<file path="src/rtl/seven_seg_scan.sv">
// Multiplexed 4-digit seven-segment scanner with a blanking gap at the start of every digit period.
// Optional: define SEVEN_SEG_LZB_EN to suppress leading zeros on digits 3..1.
module seven_seg_scan #(
  parameter int REFRESH_DIV  = 100000,
  parameter int BLANK_CYCLES = 2000
) (
  input  logic        CLK,
  input  logic        RST_N,
  input  logic [15:0] BCDIN,
  input  logic        LOAD,
  input  logic [3:0]  DP_SEL,
  output logic [3:0]  AN,
  output logic [6:0]  SEG,
  output logic        DP
);

  localparam int CW = $clog2(REFRESH_DIV);
  localparam logic [CW-1:0] CNT_LAST      = CW'(REFRESH_DIV - 1);
  localparam logic [CW-1:0] CNT_BLANK_END = CW'(BLANK_CYCLES - 1);
  localparam logic [CW-1:0] CNT_ONE       = CW'(1);

  typedef enum logic {
    ST_BLANK = 1'b0,
    ST_DRIVE = 1'b1
  } state_e;

  state_e         state_q, state_d;
  logic [CW-1:0]  cnt_q, cnt_d;
  logic [1:0]     idx_q, idx_d;
  logic [15:0]    shadow_bcd_q;
  logic [3:0]     shadow_dp_q;
  logic [15:0]    act_bcd_q;
  logic [3:0]     act_dp_q;
  logic [3:0]     an_q, an_d;
  logic [6:0]     seg_q, seg_d;
  logic           dp_q, dp_d;
  logic [3:0]     nib [4];
  logic [3:0]     digit_en;
  logic           cnt_wrap;

  function automatic logic [6:0] bcd_to_seg(input logic [3:0] val);
    case (val)
      4'd0:    bcd_to_seg = 7'b1000000;
      4'd1:    bcd_to_seg = 7'b1111001;
      4'd2:    bcd_to_seg = 7'b0100100;
      4'd3:    bcd_to_seg = 7'b0110000;
      4'd4:    bcd_to_seg = 7'b0011001;
      4'd5:    bcd_to_seg = 7'b0010010;
      4'd6:    bcd_to_seg = 7'b0000010;
      4'd7:    bcd_to_seg = 7'b1111000;
      4'd8:    bcd_to_seg = 7'b0000000;
      4'd9:    bcd_to_seg = 7'b0010000;
      default: bcd_to_seg = 7'b0111111;  // invalid BCD shown as a dash
    endcase
  endfunction

  genvar gi;
  generate
    for (gi = 0; gi < 4; gi++) begin : g_nib
      assign nib[gi] = act_bcd_q[gi*4 +: 4];
    end
  endgenerate

`ifdef SEVEN_SEG_LZB_EN
  // nz_above[i]: digit i or any higher digit is non-zero or carries a decimal point.
  logic [4:1] nz_above;
  assign nz_above[4] = 1'b0;
  generate
    for (gi = 1; gi < 4; gi++) begin : g_lzb
      assign nz_above[gi] = nz_above[gi+1] | (nib[gi] != 4'd0) | act_dp_q[gi];
      assign digit_en[gi] = nz_above[gi];
    end
  endgenerate
  assign digit_en[0] = 1'b1;
`else
  assign digit_en = 4'b1111;
`endif

  assign cnt_wrap = (cnt_q == CNT_LAST);
  assign cnt_d    = cnt_wrap ? '0 : cnt_q + CNT_ONE;
  assign idx_d    = cnt_wrap ? idx_q + 2'd1 : idx_q;

  always_comb begin
    state_d = state_q;
    an_d    = 4'b1111;
    seg_d   = 7'b1111111;
    dp_d    = 1'b1;
    if (cnt_wrap) begin
      state_d = ST_BLANK;
    end else if (cnt_q == CNT_BLANK_END) begin
      state_d = ST_DRIVE;
    end
    if (state_q == ST_DRIVE && digit_en[idx_q]) begin
      an_d[idx_q] = 1'b0;
      seg_d       = bcd_to_seg(nib[idx_q]);
      dp_d        = ~act_dp_q[idx_q];
    end
  end

  always_ff @(posedge CLK or negedge RST_N) begin
    if (!RST_N) begin
      state_q      <= ST_BLANK;
      cnt_q        <= '0;
      idx_q        <= 2'd0;
      shadow_bcd_q <= 16'd0;
      shadow_dp_q  <= 4'd0;
      act_bcd_q    <= 16'd0;
      act_dp_q     <= 4'd0;
      an_q         <= 4'b1111;
      seg_q        <= 7'b1111111;
      dp_q         <= 1'b1;
    end else begin
      state_q <= state_d;
      cnt_q   <= cnt_d;
      idx_q   <= idx_d;
      if (LOAD) begin
        shadow_bcd_q <= BCDIN;
        shadow_dp_q  <= DP_SEL;
      end
      // Active only changes at a period boundary so a digit never flickers mid-period.
      if (cnt_q == '0) begin
        act_bcd_q <= shadow_bcd_q;
        act_dp_q  <= shadow_dp_q;
      end
      an_q  <= an_d;
      seg_q <= seg_d;
      dp_q  <= dp_d;
    end
  end

  assign AN  = an_q;
  assign SEG = seg_q;
  assign DP  = dp_q;

endmodule

</file>
<file path="config.mk">
export PLATFORM = sky130hd
export DESIGN_NAME = seven_seg_scan
export DESIGN_NICKNAME = d
export VERILOG_FILES = /design/src/rtl/seven_seg_scan.sv
export SDC_FILE = /design/constraint.sdc
export NUM_CORES = 1
export LEC_CHECK = 0
export BUFFER_PORTS_ARGS = -buffer_cell sky130_fd_sc_hd__buf_2
export CAP_MARGIN = 20
export CORE_MARGIN = 4
export CORE_UTILIZATION = 59
export DETAILED_ROUTE_END_ITERATION = 7
export GPL_TIMING_DRIVEN = 0
export MAX_ROUTING_LAYER = met4
export PLACE_DENSITY = 0.8
export SETUP_SLACK_MARGIN = 0.2
export SYNTH_ARGS = -nofsm -noshare
export SYNTH_HDL_FRONTEND = slang
export SYNTH_SLANG_ARGS = --single-unit
</file>
<file path="constraint.sdc">
create_clock -name CLK -period 4.8 [get_ports CLK]
set_clock_uncertainty 0.2 [all_clocks]
set_input_delay 0.72 -clock CLK [delete_from_list [all_inputs] [get_ports CLK]]
set_output_delay 0.72 -clock CLK [all_outputs]
set_load 0.02 [all_outputs]
</file>
==> results of run 1 <==
[sequential cells by signal, summed over array words and instances, names as in the netlist]
register      flops
idx_q             2
SEG               7
act_dp_q          4
shadow_bcd_q     16
act_bcd_q        16
cnt_q            17
state_q           1
DP                1
shadow_dp_q       4
AN                4
[logic make-up (layout without fill, tap and decap cells)]
logic type	after synthesis	in the layout	synth area share [%]
AND/OR/NAND/NOR	61	61	10.5
flip-flops	72	72	56.1
adder cells (fa/ha/maj)	13	13	5.02
AO/OA/AOI/OAI	13	13	2.36
buffers and inverters	18	67	3.21
XOR/XNOR	14	14	3.79
multiplexers	49	49	19.0
[cells in the final DEF (no fill, tap or decap), drive strengths merged, types with 3 or more instances in the layout]
cell    netlist  final
buf           8     41
inv           8      8
a21oi         4      4
clkbuf        2     14
dfrtp        60     60
dfstp        12     12
nand3         4      4
xnor2         6      6
and2          3      3
mux2         42     42
nand2        17     17
nor2         13     13
xor2          8      8
and3          9      9
mux4          5      5
ha           13     13
o21ai         7      7
nand4         6      6
[area by class of cell]
type | count | area (µm²)
Sequential cell | 72 | 1820
Fill cell | 378 | 1510
Multi-Input combinational cell | 150 | 1320
Timing Repair Buffer | 33 | 168
Clock buffer | 12 | 135
Tap cell | 70 | 87.6
Buffer | 10 | 73.8
Clock inverter | 4 | 70.1
Inverter | 8 | 30.0
[Yosys cell counts (4+ instances only)]
cell	count	share of area [%]
xor2_1	8	2.2
xnor2_1	6	1.6
mux2_1	21	7.3
dfrtp_1	60	46
nand3_1	4	0.62
nand2_1	17	2.0
nor2_1	13	1.5
mux2_2	20	7.0
dfstp_2	12	9.7
nand4_1	5	0.97
ha_1	13	5.0
inv_1	8	0.93
and3_1	8	1.5
[critical path, stage by stage, from the launching register on]
cell and delay (ns):
dfrtp_1 0.39, buf_6 0.16, mux4_1 0.69, inv_1 0.18, ha_1 0.19, inv_1 0.05
mux2_4 0.25, o21ai_2 0.10, nand2_1 0.06
[power groups by stage]
stage	clock (mW)	combinational, mW	sequential, mW
global placement	0	0.0640	0.654
floorplan	0	0.0410	0.651
global route	0.540	0.0750	0.648
detailed placement	0	0.0676	0.656
CTS	0.514	0.0680	0.645
finish	0.502	0.0661	0.645
[through the flow]
stage	hold WS (ns)	power, mW	std cells
floorplan	0.224	0.692	240
global placement	0.262	0.718	343
detailed placement	0.269	0.723	343
CTS	0.283	1.23	359
global route	0.289	1.26	359
finish	0.280	1.21	359
[layer usage]
metal	vias to the layer above	routed length, µm	part of all wire [%]	global-route usage (%)
met2	58	2460	46	29.5
met3	9	289	5.4	4.39
met4	0	88	1.7	11.1
li1	922	-	-	-
met5	-	0	0	-
met1	928	2480	47	24.2
[final timing paths]
| kind | depth (start not counted) | slack, ns | to |
|---|---|---|---|
| max in group asynchronous | 1 | 3.55 | act_dp_q[3] |
| worst min register to register | 1 | 0.28 | cnt_q[0] |
| worst max register to register | 8 | 2.45 | SEG[4] |
| worst max-delay path | 8 | 2.45 | SEG[4] |
| min in group asynchronous | 1 | 0.30 | cnt_q[12] |
| worst min-delay path | 1 | 0.28 | cnt_q[0] |
==> results by group, run 1 <==
Flow run
  – Max Cap Viol: 0

Routing
  – Vias per inst: 5.34
  – Vias: 1917
  – DR WL/cell: 14.8 µm
  – # DRC: 0
  – Total Wirelength: 5.32 mm
  – Iter 0 DRT Violations: 90
  – Antenna viol nets, final: 0
  – TritonRoute pass-1 iters: 4

Power
  – Cell-internal power: 0.958 mW
  – PwrDens: 328 nW/µm²
  – P_sw: 0.254 mW
  – Sw Ratio: 20.9%
  – VDD IR max: 248 µV
  – Comb pwr share: 5.5%
  – Sequential power share: 53.2%
  – Clk pwr share: 41.4%
  – P_leak: 1.70 nW

Placed design
  – Place WS: 2.44 ns
  – Routability cong.: 0.847
  – DP HPWL: 3.61 mm
  – Placed instance area: 3490 µm²
  – Buffers added on ports: 33

Cells and area
  – ANT cells: 0
  – Synthesis-to-finish area growth: 14.2%
  – Nets: 320
  – Post-route cell area: 3700 µm²
  – Final Core Density: 71.1%
  – Share of layout cells above drive strength 1: 33.6%

Yosys
  – Cells after synthesis: 240
  – Number of synthesized flops with an enable pin: 0
  – Synthesized area per cell: 13.5 µm²
  – Post-synthesis register bit count: 72
  – Ys async rst share: 100%
  – Unique masters post-synth: 41
  – Cell area after synthesis: 3240 µm²
  – Synth warn: 0
  – Sequential fraction of the synthesis area: 56.1%
  – Net Count, Synth: 276
  – Top_reg_cell synth: dfrtp_1

Setup path
  – Setup crit start kind: flop
  – CP Launch Point: idx_q[0]
  – Kind of end point of the critical path: flop
  – FF-to-FF Start: idx_q[0]
  – CP arrival: 2.42 ns
  – CP Class: reg -> reg
  – Crit-path max FO: 6
  – CP required: 4.87 ns

STA
  – Max-slew headroom: 42.6%
  – Setup-failing EPs final: 0
  – F_max: 0.425 GHz
  – Worst setup margin: 2.45 ns
  – Final hold vios: 0
  – RSZ-0062 raised after global routing: false
  – Max Slew Vio Count: 0
  – Final Critical Period: 2.35 ns
  – TNS Setup: 0 ns
  – Final period util: 49.0%
  – Least-Margin Pin Slew: 0.861 ns

Floorplanning
  – Die area: 6740 µm²
  – Core area: 5200 µm²
  – IO Count: 35
  – Die height: 82.1 µm
  – Starting Density: 62.2%
  – Site Rows: 26
  – Die X: 82.1 µm

Clock network
  – Clock-pin slew on the worst setup and hold paths: 0.07 ns
  – Clock Latency Late Sink: 0.34 ns
  – Clock root cell: clkbuf_8
  – Post-CTS sizing: 0
  – Num CTS Buffers: 9
  – Setup Fix Bufs, Post-CTS: 0
  – CTS Hold Bufs: 0
  – H-Tree Depth: 3
  – CTS tree: done
  – Num Clock Sinks: 72
  – Clk buf depth: 2

Outcome
  – Status: finished clean

Worst hold path
  – Hold_sp: cnt_q[0]
  – HP Class: reg -> reg

Global route
  – Antenna violations before repair: 0
  – GRT Total Usage: 19.5%
  – Largest net degree at the start of global routing: 73
  – Vias in the first global route: 1965
  – First-pass GRT wire length: 9.29 mm
  – Total congestion overflow: 0
(Power assumes the default switching activity.)
==> run 2, diff against run 1 <==
--- a/config.mk
+++ b/config.mk
@@ -5,6 +5,7 @@
 export SDC_FILE = /design/constraint.sdc
 export NUM_CORES = 1
 export LEC_CHECK = 0
+export ABC_AREA = 1
 export BUFFER_PORTS_ARGS = -buffer_cell sky130_fd_sc_hd__buf_2
 export CAP_MARGIN = 20
 export CORE_MARGIN = 4
==> constraint.sdc (replaced) <==
create_clock -name CLK -period 2.3 [get_ports CLK]
set_clock_uncertainty 0.2 [all_clocks]
set_input_delay 0.345 -clock CLK [delete_from_list [all_inputs] [get_ports CLK]]
set_output_delay 0.345 -clock CLK [all_outputs]
set_load 0.02 [all_outputs]
==> run 2 against run 1 <==
Against the previous run: sequential cell count unchanged; clock-buffer cell count decreased by 1; register-to-register slack worse by 2.1 ns; largest power group unchanged; sequential share of layout area shrank 3.3 points; worst setup slack worse by 2.1 ns; highest routed layer unchanged.
==> results by group, run 2 <==
Setup path
  – FF-to-FF Start: idx_q[1]
  – CP Class: reg -> reg
  – Setup crit start kind: flop
  – Crit-path max FO: 9 (+3)
  – CP Launch Point: idx_q[1]
  – R2R depth: 9 (+1)
  – CP required: 2.36 ns (-2.51 ns)
  – CP arrival: 2.00 ns (-0.42 ns)
  – Kind of end point of the critical path: flop

Cells and area
  – Nets: 452 (+41%)
  – Most common cell after layout, fill and taps aside: nand2_1
  – Share of layout cells above drive strength 1: 26.8% (-6.7 points)
  – ANT cells: 0 (unchanged)
  – Most frequent cells in the layout: 98 x nand2_1, 60 x dfrtp_1, 51 x nand3_1
  – Synthesis-to-finish area growth: 14.1%
  – Max reg flops: 17 (unchanged)
  – Biggest register: cnt_q
  – Post-route cell area: 3970 µm² (+7.3%)
  – Top Registers: cnt_q x17, act_bcd_q x16, shadow_bcd_q x16
  – Fillers: 441 (+17%)
  – Post-Layout Cell Count: 493 (+37%)

Worst hold path
  – HP Class: in -> reg
  – Hold_sp: DP_SEL[1]
  – Hold depth: 2 (+1)

STA
  – Final hold vios: 0 (unchanged)
  – Final period util: 84.1% (+35 points)
  – Worst setup margin: 0.365 ns (-2.08 ns)
  – Max Slew Vio Count: 0 (unchanged)
  – F_max: 0.517 GHz (+21%)
  – Final Critical Period: 1.93 ns (-0.415 ns)
  – Worst hold margin: 0.0200 ns (-0.260 ns)
  – Setup-failing EPs final: 0 (unchanged)
  – RSZ-0062 raised after global routing: false
  – Max-slew headroom: 43.4% (+0.81 points)
  – Least-Margin Pin Slew: 0.849 ns (-0.0122 ns)
  – TNS Setup: 0 ns (unchanged)

Yosys
  – Ys async rst share: 100% (unchanged)
  – Compound-cell area share of the yosys netlist: 1.47% (-0.88 points)
  – Number of synthesized flops with an enable pin: 0 (unchanged)
  – Net Count, Synth: 407 (+47%)
  – Post-synthesis register bit count: 72 (unchanged)
  – Largest family of logic cells by synthesized area: simple AND/OR/NAND/NOR gates
  – Post-synthesis adder-cell area fraction: 4.68% (-0.35 points)
  – Sequential fraction of the synthesis area: 52.2% (-3.9 points)
  – Cells after synthesis: 371 (+55%)
  – Synth cell count leaders: 98 x nand2_1, 60 x dfrtp_1, 51 x nand3_1, 30 x nor2_1, 27 x inv_1
  – Synthesized area per cell: 9.38 µm² (-31%)
  – Top_reg_cell synth: dfrtp_1
  – Mux cell area share after synthesis: 6.47% (-13 points)
  – Yosys top cell area share: 43.2% (-3.2 points)
  – Synth area leaders: dfrtp_1 43%, nand2_1 11%, dfstp_2 9.1%
  – Post-Synth Simple-Gate Area: 26.4% (+16 points)
  – Cell area after synthesis: 3480 µm² (+7.4%)
  – Synth warn: 0 (unchanged)
  – Post-Synth XOR/XNOR Area: 2.27% (-1.5 points)
  – Unique masters post-synth: 30 (-27%)
  – Top-count cell post-synth: nand2_1
  – Area leader, netlist: dfrtp_1

Flow run
  – Max Cap Viol: 0 (unchanged)

Floorplanning
  – Core area: 5610 µm² (+7.7%)
  – IO Count: 35 (unchanged)
  – Starting Density: 62.0% (-0.19 points)
  – Die height: 84.8 µm (+3.3%)
  – Die area: 7190 µm² (+6.7%)
  – Site Rows: 27 (+3.8%)
  – Die X: 84.8 µm (+3.3%)

Clock network
  – Clock-pin slew on the worst setup and hold paths: 0.08 ns (about the same)
  – Num Clock Sinks: 72 (unchanged)
  – Clock root cell: clkbuf_8
  – Post-CTS sizing: 0 (unchanged)
  – Clock Latency Late Sink: 0.35 ns (about the same)
  – H-Tree Depth: 3 (unchanged)
  – CTS tree: done
  – Clk buf depth: 2 (unchanged)
  – Num CTS Buffers: 9 (unchanged)
  – Setup Fix Bufs, Post-CTS: 0 (unchanged)

Global route
  – First-pass GRT wire length: 11.5 mm (+23%)
  – Largest net degree at the start of global routing: 73 (unchanged)
  – Total congestion overflow: 0 (unchanged)
  – Vias in the first global route: 2525 (+28%)
  – GRT Total Usage: 21.0% (+1.5 points)
  – Antenna violations before repair: 0 (unchanged)

Power
  – VDD IR max: 492 µV (+98%)
  – P_sw: 0.577 mW (+130%)
  – Comb pwr share: 5.5% (about the same)
  – PwrDens: 656 nW/µm² (+100%)
  – Sequential power share: 51.9% (-1.3 points)
  – Sw Ratio: 22.2% (+1.2 points)
  – Cell-internal power: 2.02 mW (+110%)
  – P_leak: 1.94 nW (+14%)
  – Clk pwr share: 42.6% (+1.2 points)

Outcome
  – Status: finished clean

Placed design
  – DP HPWL: 4.63 mm (+28%)
  – Routability cong.: 0.865 (+2.1%)
  – Total placed cells including tap cells: 476 (+39%)
  – Buffers added on ports: 33 (unchanged)
  – Placed instance area: 3740 µm² (+6.9%)
  – Place WS: 0.384 ns (-2.06 ns)

Routing
  – TritonRoute pass-1 iters: 4 (unchanged)
  – # DRC: 0 (unchanged)
  – DR WL/cell: 13.3 µm (-10%)
  – Vias: 2552 (+33%)
  – Iter 0 DRT Violations: 157 (+74%)
  – Vias per inst: 5.18 (-3.1%)
  – Antenna viol nets, final: 0 (unchanged)
  – Total Wirelength: 6.54 mm (+23%)
## run 2: changes by cell type after synthesis, moves of 8 or more
| cell | before | now |
|---|---|---|
| and3_1 | 8 | 0 |
| mux2_1 | 21 | 0 |
| nand2_1 | 17 | 98 |
| inv_1 | 8 | 27 |
| nor2_1 | 13 | 30 |
| nand3_1 | 4 | 51 |
## run 2: through the flow
step | util (%) | total power, mW
after global routing | 70.7 | 2.71
after CTS | 70.7 | 2.62
after global placement | 66.6 | 1.51
after detailed placement | 66.6 | 1.52
after floorplan | - | 1.45
final | 70.7 | 2.60
## run 2: repair_timing
action | CTS | global route
hold buffers | 1 | 0
setup endpoints to repair | 0 | 0
endpoints found under the hold margin | 60 | 0
## run 2: area by class of cell
cell class / instances / area, µm² / share of cell area (%)
multi-input cells: 254 / 1440 / 36.2
flip-flops and latches: 72 / 1820 / 45.8
well taps: 72 / 90.1 / 2.27
clock inverters: 5 / 80.1 / 2.02
plain buffers: 12 / 92.6 / 2.33
repair buffers: 34 / 178 / 4.48
inverters: 33 / 131 / 3.31
clock buffers: 11 / 141 / 3.56
## run 2: power groups by stage
stage / sequential [mW] / clock [mW] / combinational [mW]
floorplan: 1.36 / 0 / 0.0879
global placement: 1.37 / 0 / 0.136
detailed placement: 1.37 / 0 / 0.144
CTS: 1.35 / 1.13 / 0.147
global route: 1.36 / 1.19 / 0.166
finish: 1.35 / 1.11 / 0.143
## run 2: worst paths after layout
path                                  end  slack, ns
max                                SEG[5]       0.37
min                        shadow_dp_q[1]       0.02
max reg2reg                        SEG[5]       0.37
min reg2reg                        SEG[2]       0.26
max in group asynchronous   act_bcd_q[11]       0.90
min in group asynchronous       cnt_q[11]       0.45
## run 2: cell families (layout without fill, tap and decap cells)
family | after synthesis | after routing
and+or+nand+nor | 202 | 202
DFF | 72 | 72
buffers and inverters | 45 | 95
muxes | 20 | 20
adders and majority gates | 13 | 13
AOI/OAI and AO/OA | 10 | 10
xor gates and xnor gates | 9 | 9
## run 2: layer usage
metal  vias up  GRT usage (%)  wire length, µm
met5         -              -                0
met4         0           9.35              167
met3        18           6.08              327
met2        56           32.2             3220
met1      1205           25.8             2820
li1       1273              -                -
## run 2: critical path, cell delays in order (launching register included)
cell     delay (ns)
dfrtp_1        0.54
inv_4          0.19
nand3_1        0.10
nand2_1        0.20
inv_1          0.12
ha_1           0.21
inv_1          0.05
nand3_1        0.08
nand3_1        0.09
nand3_1        0.07
